<file path="config.mk">
export PLATFORM = sky130hd
export DESIGN_NAME = uart_rx
export DESIGN_NICKNAME = d
export VERILOG_FILES = /design/src/rtl/uart_rx.sv
export SDC_FILE = /design/constraint.sdc
export NUM_CORES = 1
export LEC_CHECK = 0
export BUFFER_PORTS_ARGS = -buffer_cell sky130_fd_sc_hd__buf_2
export CORE_ASPECT_RATIO = 0.8
export CORE_UTILIZATION = 58
export CTS_CLUSTER_SIZE = 8
export DETAILED_ROUTE_END_ITERATION = 7
export GPL_ROUTABILITY_DRIVEN = 0
export PLACE_DENSITY = 0.82
export SLEW_MARGIN = 30
export SYNTH_ARGS = -nofsm -noshare
export SYNTH_HDL_FRONTEND = slang
export SYNTH_SLANG_ARGS = --single-unit
</file>
<file path="constraint.sdc">
create_clock -name clk -period 2.25 [get_ports clk]
set_input_delay 0.225 -clock clk [delete_from_list [all_inputs] [get_ports clk]]
set_output_delay 0.225 -clock clk [all_outputs]
set_load 0.005 [all_outputs]
</file>
<file path="src/rtl/uart_rx.sv">
// 8N1 UART receiver: two-flop synchronizer, mid-bit sampling FSM and a
// valid/ready output register that reports framing errors and overruns as pulses.
module uart_rx #(
   parameter int CLKS_PER_BIT = 868
) (
   input  logic       clk,
   input  logic       rst,
   input  logic       rx_in,
   input  logic       rx_ready,
   output logic [7:0] rx_data,
   output logic       rx_valid,
   output logic       frame_err,
   output logic       overrun,
   output logic [1:0] state_dbg
);

   localparam int CW = $clog2(CLKS_PER_BIT);
   localparam int H  = CLKS_PER_BIT / 2;
   localparam logic [CW-1:0] HALF_LAST = CW'(H - 1);
   localparam logic [CW-1:0] BIT_LAST  = CW'(CLKS_PER_BIT - 1);

   typedef enum logic [1:0] {
      IDLE  = 2'd0,
      START = 2'd1,
      DATA  = 2'd2,
      STOP  = 2'd3
   } state_t;

   // Handshake: a byte transfers on any cycle where rx_valid and rx_ready are
   // both 1; rx_data is held stable for as long as rx_valid is 1.

   logic          sync1_q, rxs_q, rxs_d_q;
   logic [1:0]    fill_q;
   logic          armed_q;

   state_t        state_q, state_d;
   logic [CW-1:0] cnt_q, cnt_d;
   logic [2:0]    idx_q, idx_d;
   logic [7:0]    shift_q, shift_d;
   logic [7:0]    data_q, data_d;
   logic          valid_q, valid_d;
   logic          fe_q, fe_d;
   logic          ov_q, ov_d;

   // armed_q blocks start detection until the synchronizer has seen the real
   // line high after reset, so a line held low through reset cannot start a frame.
   always_ff @(posedge clk or posedge rst) begin
      if (rst) begin
         sync1_q <= 1'b1;
         rxs_q   <= 1'b1;
         rxs_d_q <= 1'b1;
         fill_q  <= 2'd0;
         armed_q <= 1'b0;
      end else begin
         sync1_q <= rx_in;
         rxs_q   <= sync1_q;
         rxs_d_q <= rxs_q;
         if (fill_q != 2'd2) fill_q <= fill_q + 2'd1;
         if (fill_q == 2'd2 && rxs_q) armed_q <= 1'b1;
      end
   end

   always_ff @(posedge clk or posedge rst) begin
      if (rst) begin
         state_q <= IDLE;
         cnt_q   <= '0;
         idx_q   <= 3'd0;
         shift_q <= 8'h00;
         data_q  <= 8'h00;
         valid_q <= 1'b0;
         fe_q    <= 1'b0;
         ov_q    <= 1'b0;
      end else begin
         state_q <= state_d;
         cnt_q   <= cnt_d;
         idx_q   <= idx_d;
         shift_q <= shift_d;
         data_q  <= data_d;
         valid_q <= valid_d;
         fe_q    <= fe_d;
         ov_q    <= ov_d;
      end
   end

   always_comb begin
      state_d = state_q;
      cnt_d   = cnt_q;
      idx_d   = idx_q;
      shift_d = shift_q;
      data_d  = data_q;
      valid_d = valid_q;
      fe_d    = 1'b0;
      ov_d    = 1'b0;

      if (valid_q && rx_ready) valid_d = 1'b0;

      case (state_q)
         IDLE: begin
            if (armed_q && !rxs_q && rxs_d_q) begin
               cnt_d   = '0;
               idx_d   = 3'd0;
               state_d = START;
            end
         end
         START: begin
            if (cnt_q == HALF_LAST) begin
               cnt_d   = '0;
               state_d = rxs_q ? IDLE : DATA;
            end else begin
               cnt_d = cnt_q + CW'(1);
            end
         end
         DATA: begin
            if (cnt_q == BIT_LAST) begin
               cnt_d          = '0;
               shift_d[idx_q] = rxs_q;
               idx_d          = idx_q + 3'd1;
               if (idx_q == 3'd7) state_d = STOP;
            end else begin
               cnt_d = cnt_q + CW'(1);
            end
         end
         STOP: begin
            if (cnt_q == BIT_LAST) begin
               cnt_d   = '0;
               state_d = IDLE;
               if (rxs_q) begin
                  // A consumer taking the old byte this cycle frees room for the new one.
                  if (!valid_q || rx_ready) begin
                     data_d  = shift_q;
                     valid_d = 1'b1;
                  end else begin
                     ov_d = 1'b1;
                  end
               end else begin
                  fe_d = 1'b1;
               end
            end else begin
               cnt_d = cnt_q + CW'(1);
            end
         end
         default: state_d = IDLE;
      endcase
   end

   assign rx_data   = data_q;
   assign rx_valid  = valid_q;
   assign frame_err = fe_q;
   assign overrun   = ov_q;
   assign state_dbg = state_q;

endmodule

</file>
==> results of run 1 <==
-- cell type report --
class,count,area [um2]
clock buffer,8,80.1
inverter,7,26.3
timing repair buffer,27,163
sequential,40,1000
multi-input combinational,122,916
tap,40,50.0
fill,251,913
-- power breakdown --
| group | switching, uW | internal [uW] | total, uW |
|---|---|---|---|
| clock | 233 | 220 | 453 |
| combinational | 202 | 131 | 333 |
| sequential | 51.2 | 758 | 810 |
| total | 486 | 1110 | 1600 |
-- worst paths after layout --
check | from | to | slack (ps)
hold reg to reg | sync1_q | rxs_q | 370
min in group asynchronous | rst | cnt_q[5] | 40
setup / recovery | cnt_q[1] | shift_q[3] | 70
max in group asynchronous | rst | sync1_q | 1850
setup reg to reg | cnt_q[1] | shift_q[3] | 70
hold / removal | rx_in | sync1_q | 30
-- routing by layer --
metal / wire length [um] / track usage (%) / part of all wire [%]
met5: 0 / 0 / 0
met2: 1940 / 40.5 / 48
met1: 1870 / 33.2 / 46
met3: 206 / 5.93 / 5.1
met4: 27 / 10.3 / 0.67
-- layout by cell type, fill, tap and decap left out, types with 4 or more instances in the layout --
| cell type | count |
|---|---|
| sky130_fd_sc_hd__buf_2 | 16 |
| sky130_fd_sc_hd__ha_1 | 5 |
| sky130_fd_sc_hd__a21oi_1 | 4 |
| sky130_fd_sc_hd__buf_4 | 11 |
| sky130_fd_sc_hd__inv_1 | 7 |
| sky130_fd_sc_hd__o21ai_0 | 15 |
| sky130_fd_sc_hd__dfrtp_1 | 37 |
| sky130_fd_sc_hd__nand2_1 | 16 |
| sky130_fd_sc_hd__nor3_1 | 7 |
| sky130_fd_sc_hd__nand3_1 | 7 |
| sky130_fd_sc_hd__mux2_4 | 8 |
| sky130_fd_sc_hd__o211ai_1 | 5 |
| sky130_fd_sc_hd__mux2_2 | 8 |
| sky130_fd_sc_hd__clkbuf_8 | 5 |
| sky130_fd_sc_hd__nor2_1 | 8 |
-- through the flow --
stage | util, % | hold slack (ps) | instance area (um2) | total power (uW)
final | 71.0 | 28.6 | 2240 | 1600
after global routing | 71.0 | 21.3 | 2240 | 1680
after CTS | 70.4 | 23.8 | 2220 | 1600
after detailed placement | 67.9 | 331 | 2140 | 1160
after global placement | 67.9 | 331 | 2140 | 1130
after floorplan | - | 229 | 1970 | 1010
-- cell families (layout without fill, tap and decap cells) --
kind of cell	Yosys count	in the layout	share of synthesized area (%)
AO/OA/AOI/OAI	37	37	12.4
XOR/XNOR	1	1	0.444
flip-flops	40	40	50.9
buffers and inverters	16	42	3.68
adder cells (fa/ha/maj)	5	5	3.17
AND/OR/NAND/NOR	60	60	17.2
multiplexers	19	19	12.2
-- state kept, by name (all words and copies together), names as in the netlist, named ones only --
register,cells
rxs_d_q,1
shift_q,8
frame_err,1
armed_q,1
rx_data,8
sync1_q,1
idx_q,3
fill_q,2
overrun,1
rxs_q,1
state_dbg,1
cnt_q,10
rx_valid,1
==> metrics.yaml, run 1 <==
die_height_um: 54.2
synthTopCellsByCount: "37 x sky130_fd_sc_hd__dfrtp_1, 16 x sky130_fd_sc_hd__nand2_1, 15 x sky130_fd_sc_hd__o21ai_0"
r2r.worst_path.cells: 5
hold_buffers: 0
drtAntennaViolNets: 0
synth-async-reset-ratio_pct: 100
worstHoldPathCells: 1
finalWorstPathRequiredPeriod_ps: 2180
core-area_mm2: 0.00315
maxCapViolations: 0
clock_skew_after_layout_ps: 7.93
register_clock_pin_slew_on_the_reported_worst_setup_and_hold_paths_ps: 70
critical_path.cell_chain: "ha_1, and4bb_2, nand4_1, nor4bb_1, mux2_2"
clock_insertion_delay_worst_skew_ps: 300
ctsLongestPathBuffers: 2
worst_hold_path_type: "in2reg"
groute.usage.overall_pct: 25.3
io_buffer_count: 16
mean_instance_size_in_the_synthesized_netlist_um2: 11.1
tritoncts_clock_tree: "done"
syn_area_mm2: 0.00197
cp.depth: 5
arrival_ps: 2360
vdd_ir_drop_max_mv: 0.516
synthDominantAreaCellType: "sky130_fd_sc_hd__dfrtp_1"
design.die.area_mm2: 0.00364
relSlewSlack_pct: 60.0
number_of_synthesized_flops_with_an_enable_pin: 0
cts_sinks: 40
slew_viol_final: 0
crit_path_start_kind: "flip-flop"
drt_iter0_markers: 159
detailedRoute.firstPassIterationCount: 4
path_buf_inv: 0
cp-end-kind: "flip-flop"
cts.repair.resized: 0
initial_utilization_pct: 62.6
wire_length_of_the_first_global_routing_pass_mm: 6.55
pre_cts_ws_ps: 108
share_of_final_layout_standard_cells_stronger_than_drive_strength_1_pct: 28.4
report.final.setup_viol: 0
maxClockFrequency_mhz: 459
clockRootBuffer: "sky130_fd_sc_hd__clkbuf_8"
postRouteWirelength_mm: 4.05
cts_htree_levels: 2
number_of_antenna_cells_inserted: 0
pwr_density_cell_mw_per_mm2: 712
cp_max_fo: 8
placed_cells_incl_taps: 236
antenna_found_initial: 0
drt_drc_violations_left: 0
ys_ff_latch: 40
final_net_count: 212
yosysSeqAreaShare_pct: 50.9
finish.cell_count_without_fillers: 244
worst-setup-path-type: "reg2reg"
top_family_by_delay_on_critical_path: "simple AND/OR/NAND/NOR gates"
routed_via_density: 6.05
globalRoute.totalOverflow: 0
final.setup.worst_slack_ps: 73.3
post-dp-hpwl_mm: 2.88
wp_data_required_ps: 2430
grt_start_max_net_pins: 41
detail_route.wl_per_cell_um: 16.6
transition_time_at_the_pin_with_the_least_slew_margin_ps: 593
most_common_cell_in_the_synthesized_netlist: "sky130_fd_sc_hd__dfrtp_1"
syn_inst: 178
synthDistinctLibCells: 44
crit_path_max_incr_delay_ps: 420
synthesized_netlist_net_count: 187
chipWidth_um: 67.2
grt_pass1_vias: 1416
crit_path_top_delay_cell: "sky130_fd_sc_hd__nor4bb_1"
hold_violations: 0
detailroute.via_count: 1476
ios: 17
synth.top_cell.area_share_pct: 46.9
cts_setup_buffers: 0
post_synth_main_area_contributors: "sky130_fd_sc_hd__dfrtp_1 47%, sky130_fd_sc_hd__mux2_4 6.1%, sky130_fd_sc_hd__mux2_2 4.6%"
run_status: "complete, no violations"
yosys_warnings: 0
grt_setup_unrepaired: "true"
std_cell_rows: 18
finalSetupTns_ps: 0
power.static_leakage_uw: 0.00105
cts-buffers-inserted: 5
timing.final.crit_share_pct: 96.7
synth_top_flop_cell: "sky130_fd_sc_hd__dfrtp_1"
area_growth_syn_to_layout_pct: 13.4
Note: power is estimated with default switching activity, not from simulation.
==> run 2, diff against run 1 <==
==> config.mk (replaced) <==
export PLATFORM = sky130hd
export DESIGN_NAME = uart_rx
export DESIGN_NICKNAME = d
export VERILOG_FILES = /design/src/rtl/uart_rx.sv
export SDC_FILE = /design/constraint.sdc
export NUM_CORES = 1
export LEC_CHECK = 0
export CORE_ASPECT_RATIO = 0.8
export CORE_UTILIZATION = 60
export CTS_CLUSTER_SIZE = 8
export DETAILED_ROUTE_END_ITERATION = 7
export DONT_BUFFER_PORTS = 1
export GPL_ROUTABILITY_DRIVEN = 0
export PLACE_DENSITY = 0.8
export SLEW_MARGIN = 30
export SYNTH_ARGS = -nofsm -noshare
export SYNTH_HDL_FRONTEND = slang
export SYNTH_SLANG_ARGS = --single-unit
==> metrics.yaml, run 2 (same netlist as run 1, synthesis figures left out) <==
run_status: "complete, no violations"
cts_setup_buffers: 0  # unchanged
cts.repair.resized: 0  # unchanged
largest_register_ffs: 10  # unchanged
std_cell_rows: 18  # unchanged
slew_viol_final: 0  # unchanged
routed_via_density: 6.24  # +3.2%
finish.cell_count_without_fillers: 230  # -5.7%
detailroute.via_count: 1436  # -2.7%
register_clock_pin_slew_on_the_reported_worst_setup_and_hold_paths_ps: 70  # about the same
post-dp-hpwl_mm: 2.76  # -4.4%
drt_iter0_markers: 136  # -14%
grt_util_met1_pct: 34.2  # +1.0 points
area_growth_syn_to_layout_pct: 11.2
relSlewSlack_pct: 56.6  # -3.4 points
core-area_mm2: 0.00311  # -1.4%
detail_route.wl_per_cell_um: 16.8  # +1.6%
globalRoute.totalOverflow: 0  # unchanged
crit_path_start_kind: "flip-flop"
worst_hold_path_type: "in2reg"
grtUsageMet3_pct: 6.68  # +0.75 points
maxClockFrequency_mhz: 465  # +1.2%
clock_skew_after_layout_ps: 11.2  # +3.31 ps
placed_cell_area_mm2: 0.00206  # -3.7%
number_of_antenna_cells_inserted: 0  # unchanged
ios: 17  # unchanged
share_of_final_layout_standard_cells_stronger_than_drive_strength_1_pct: 22.1  # -6.3 points
chipWidth_um: 66.1  # -1.6%
transition_time_at_the_pin_with_the_least_slew_margin_ps: 644  # +50.8 ps
grt_use_met2_pct: 38.6  # -1.9 points
wp_data_required_ps: 2430  # about the same
worst-setup-path-type: "reg2reg"
power.static_leakage_uw: 0.000994  # -5.6%
cts_sinks: 40  # unchanged
cts-buffers-inserted: 5  # unchanged
grt_setup_unrepaired: "true"
finalWorstPathRequiredPeriod_ps: 2150  # -25.6 ps
hold_violations: 0  # unchanged
grt_start_max_net_pins: 41  # unchanged
clock_insertion_delay_worst_skew_ps: 300  # about the same
detailedRoute.firstPassIterationCount: 4  # unchanged
initial_utilization_pct: 63.5  # +0.91 points
placed_cells_incl_taps: 220  # -6.8%
clockRootBuffer: "sky130_fd_sc_hd__clkbuf_8"
io_buffer_count: 0  # -16
timing.final.crit_share_pct: 95.6  # -1.1 points
timing.hold.ws_ps: 138  # +110 ps
layout.cells.most_common_list: "37 x sky130_fd_sc_hd__dfrtp_1, 16 x sky130_fd_sc_hd__nand2_1, 15 x sky130_fd_sc_hd__o21ai_0, 11 x sky130_fd_sc_hd__buf_4"
arrival_ps: 2330  # -30 ps
stdcell_area_mm2: 0.00220  # -2.0%
groute.usage.overall_pct: 25.0  # -0.30 points
final_net_count: 198  # -6.6%
most_flops_register: "cnt_q"
grt_pass1_vias: 1347  # -4.9%
layout.cells.most_common: "sky130_fd_sc_hd__dfrtp_1"
maxCapViolations: 0  # unchanged
cts_htree_levels: 2  # unchanged
vdd_ir_drop_max_mv: 0.652  # +26%
report.final.setup_viol: 0  # unchanged
pwr_density_cell_mw_per_mm2: 786  # +10%
tritoncts_clock_tree: "done"
fillerInstances: 223  # -11%
design.die.area_mm2: 0.00353  # -3.2%
busiest_layer: "met2"
finalSetupTns_ps: 0  # unchanged
postRouteWirelength_mm: 3.87  # -4.3%
wire_length_of_the_first_global_routing_pass_mm: 6.29  # -4.0%
cp-end-kind: "flip-flop"
die_height_um: 53.3  # -1.6%
ctsLongestPathBuffers: 2  # unchanged
cp_max_fo: 8  # unchanged
antenna_found_initial: 0  # unchanged
drt_drc_violations_left: 0  # unchanged
drtAntennaViolNets: 0  # unchanged
## run 2: cell types whose count changed in the layout (fill, tap and decap cells not counted), sizes merged
cell         delta
buf            -16
bufinv          +1
clkbuf          -3
clkinvlp        +1
dlygate4sd3     +2
inv             +1
## run 2: timing repair
item / 4_1_cts / 5_1_grt
hold endpoints to repair: 38 / 0
endpoints found under the setup margin: 0 / 2
hold buffers: 2 / 0
## run 2: stage by stage
stage | power, uW | utilization (%) | worst slack [ps]
after CTS | 1730 | 70.7 | 91.5
after global placement | 1120 | 66.3 | 162
after floorplan | 1010 | - | 269
after detailed placement | 1140 | 66.3 | 102
after global routing | 1800 | 70.7 | -53.4
final | 1730 | 70.7 | 98.8
## run 2: cell type report
cell class                 count  area (um2)  area share [%]
sequential                    40        1000            45.8
multi-input combinational    122         897            40.9
timing repair buffer          13         103            4.67
clock buffer                   5        68.8            3.13
tap                           40        50.0            2.28
clock inverter                 3        46.3            2.11
inverter                       7        26.3            1.20
## run 2: path summary, 6_finish.rpt
kind	to	cells past startpoint	start	slack, ps
max	shift_q[3]	5	cnt_q[0]	100
min	overrun	2	rx_ready	140
max reg2reg	shift_q[3]	5	cnt_q[0]	100
min reg2reg	rxs_q	0	sync1_q	360
max in group asynchronous	rxs_q	3	rst	1410
min in group asynchronous	rx_data[7]	3	rst	490
## run 2: critical path, cell delays in order, from the launching register on
cell	delay [ps]
sky130_fd_sc_hd__dfrtp_1	430
sky130_fd_sc_hd__ha_1	190
sky130_fd_sc_hd__and4bb_2	290
sky130_fd_sc_hd__nand4_1	280
sky130_fd_sc_hd__nor4bb_1	450
sky130_fd_sc_hd__mux2_2	380
## run 2: per-layer routing
metal	share of wire [%]	wire length [um]	up-vias
li1	-	-	671
met1	44	1720	696
met2	47	1820	63
met3	7.7	297	6
met4	0.98	38	0
met5	0	0	-
## run 2: power breakdown
group / internal [uW] / total [uW] / switching, uW
logic: 123 / 335 / 212
clock network: 334 / 584 / 251
registers: 758 / 807 / 48.5
total: 1210 / 1730 / 512
==> run 3, diff against run 2 <==
--- a/config.mk
+++ b/config.mk
@@ -5,13 +5,15 @@
 export SDC_FILE = /design/constraint.sdc
 export NUM_CORES = 1
 export LEC_CHECK = 0
+export CELL_PAD_IN_SITES_DETAIL_PLACEMENT = 2
+export CELL_PAD_IN_SITES_GLOBAL_PLACEMENT = 2
 export CORE_ASPECT_RATIO = 0.8
-export CORE_UTILIZATION = 60
+export CORE_UTILIZATION = 41
 export CTS_CLUSTER_SIZE = 8
 export DETAILED_ROUTE_END_ITERATION = 7
 export DONT_BUFFER_PORTS = 1
 export GPL_ROUTABILITY_DRIVEN = 0
-export PLACE_DENSITY = 0.8
+export PLACE_DENSITY = 0.81
 export SLEW_MARGIN = 30
 export SYNTH_ARGS = -nofsm -noshare
 export SYNTH_HDL_FRONTEND = slang
==> metrics.yaml, run 3 (same netlist as run 1, synthesis figures left out) <==
stdcell_area_mm2: 0.00225  # +2.3%
routed_via_density: 5.87  # -6.0%
finish.cell_count_without_fillers: 252  # +9.6%
relSlewSlack_pct: 50.7  # -6.0 points
final_net_count: 200  # +1.0%
area_growth_syn_to_layout_pct: 13.8
ctsLongestPathBuffers: 2  # unchanged
post-dp-hpwl_mm: 4.01  # +45%
critical_path.cell_chain: "and4bb_1, nand4_1, buf_4, nor4b_2, mux2_2"
drt_iter0_markers: 100  # -26%
intPower_uw: 1200  # -0.92%
globalRoute.totalOverflow: 0  # unchanged
power.sequential.fraction_pct: 46.4  # -0.3 points
groute.usage.overall_pct: 27.2  # +2.2 points
drt_drc_violations_left: 0  # unchanged
share_of_final_layout_standard_cells_stronger_than_drive_strength_1_pct: 25.0  # +2.9 points
grt_start_max_net_pins: 34  # -17%
grt_setup_unrepaired: "false"
top_family_by_delay_on_critical_path: "simple AND/OR/NAND/NOR gates"
crit_path_top_delay_cell: "sky130_fd_sc_hd__and4bb_1"
power.static_leakage_uw: 0.00100  # +0.71%
placed_cells_incl_taps: 240  # +9.1%
path_buf_inv: 1  # +1
io_buffer_count: 0  # unchanged
cp-end-kind: "flip-flop"
cts_htree_levels: 2  # unchanged
pre_cts_ws_ps: -139  # -241 ps
combPwrFrac_pct: 19.9  # +0.5 points
worst_hold_path_type: "in2reg"
finalWorstPathRequiredPeriod_ps: 2180  # +24.4 ps
vdd_ir_drop_max_mv: 0.350  # -46%
clockRootBuffer: "sky130_fd_sc_hd__clkbuf_8"
timing.final.crit_share_pct: 96.7  # +1.1 points
clock_insertion_delay_worst_skew_ps: 300  # about the same
crit_path_start_kind: "flip-flop"
layout.cells.most_common: "sky130_fd_sc_hd__dfrtp_1"
wp_data_required_ps: 2430  # about the same
maxClockFrequency_mhz: 460  # -1.1%
maxCapViolations: 0  # unchanged
cp_max_fo: 7  # -1
core-area_mm2: 0.00460  # +48%
grt_pass1_vias: 1684  # +25%
design.die.area_mm2: 0.00510  # +45%
p_sw_uw: 556  # +8.7%
cts-buffers-inserted: 5  # unchanged
arrival_ps: 2360  # +30 ps
fillerInstances: 461  # +110%
cts_sinks: 40  # unchanged
postRouteWirelength_mm: 6.00  # +55%
die_height_um: 64.1  # +20%
p_clk_share_pct: 33.7  # -0.2 points
report.final.setup_viol: 0  # unchanged
std_cell_rows: 22  # +4
initial_utilization_pct: 43.0  # -21 points
detailroute.via_count: 1479  # +3.0%
slew_viol_final: 0  # unchanged
register_clock_pin_slew_on_the_reported_worst_setup_and_hold_paths_ps: 80  # about the same
chipWidth_um: 79.6  # +20%
pwr_density_cell_mw_per_mm2: 783  # -0.39%
drtAntennaViolNets: 0  # unchanged
final.setup.worst_slack_ps: 74.5  # -24.4 ps
final_util_pct: 48.9  # -22 points
tritoncts_clock_tree: "done"
swShare_pct: 31.6  # +2.0 points
detail_route.wl_per_cell_um: 23.8  # +41%
clock_skew_after_layout_ps: 7.00  # -4.24 ps
ios: 17  # unchanged
antenna_found_initial: 0  # unchanged
number_of_antenna_cells_inserted: 0  # unchanged
transition_time_at_the_pin_with_the_least_slew_margin_ps: 732  # +88.4 ps
wire_length_of_the_first_global_routing_pass_mm: 9.77  # +55%
hold_violations: 0  # unchanged
run_status: "complete, no violations"
worst-setup-path-type: "reg2reg"
crit_path_max_incr_delay_ps: 500  # +50 ps
placed_cell_area_mm2: 0.00209  # +1.2%
detailedRoute.firstPassIterationCount: 4  # unchanged
layout.cells.most_common_list: "36 x sky130_fd_sc_hd__dfrtp_1, 16 x sky130_fd_sc_hd__nand2_1, 15 x sky130_fd_sc_hd__o21ai_0, 13 x sky130_fd_sc_hd__buf_4"
most_flops_register: "cnt_q"
largest_register_ffs: 10  # unchanged
run 3: what timing repair did:
| item | 4_1_cts | 5_1_grt |
|---|---|---|
| endpoints found under the hold margin | 8 | 0 |
| pin swaps | 1 | 0 |
| hold buffers | 2 | 0 |
| setup endpoints to repair | 5 | 12 |
| buffers inserted | 2 | 0 |
| gates resized for setup | 2 | 3 |
run 3: through the flow:
| step | hold slack, ps | TNS [ps] | total power [uW] |
|---|---|---|---|
| 3_5_place_dp | 69.0 | -450 | 1160 |
| 3_3_place_gp | 67.6 | 0 | 1130 |
| 4_1_cts | 176 | 0 | 1770 |
| 6_report | 177 | 0 | 1760 |
| 2_1_floorplan | 229 | 0 | 1010 |
| 5_1_grt | 197 | 0 | 1850 |
run 3: power by group through the flow:
stage	registers [uW]	logic, uW	clock network [uW]
after floorplan	805	209	0
after global placement	820	310	0
after detailed placement	825	331	0
after CTS	814	345	606
after global routing	825	386	639
final	817	350	593
run 3: final timing paths:
path	start	to	slack (ps)	depth (start not counted)
setup / recovery	cnt_q[3]	shift_q[4]	70	5
hold / removal	rx_ready	overrun	180	2
setup reg to reg	cnt_q[3]	shift_q[4]	70	5
hold reg to reg	sync1_q	rxs_q	360	0
max in group asynchronous	rst	rxs_d_q	1170	3
min in group asynchronous	rst	rx_valid	300	2
run 3: per-layer routing:
layer | GRT usage [%] | share of wire, % | vias up
met3 | 6.29 | 4.1 | 12
met4 | 10.5 | 2.0 | 0
met5 | 0 | 0 | -
li1 | - | - | 667
met1 | 36.1 | 45 | 763
met2 | 43.1 | 49 | 37
run 3: area by class of cell:
class	count	area [um2]	share of cell area, %
Clock inverter	2	35.0	1.56
Timing Repair Buffer	15	118	5.23
Inverter	7	26.3	1.17
Tap cell	60	75.1	3.34
Multi-Input combinational cell	122	915	40.7
Clock buffer	6	72.6	3.23
Sequential cell	40	1010	44.8
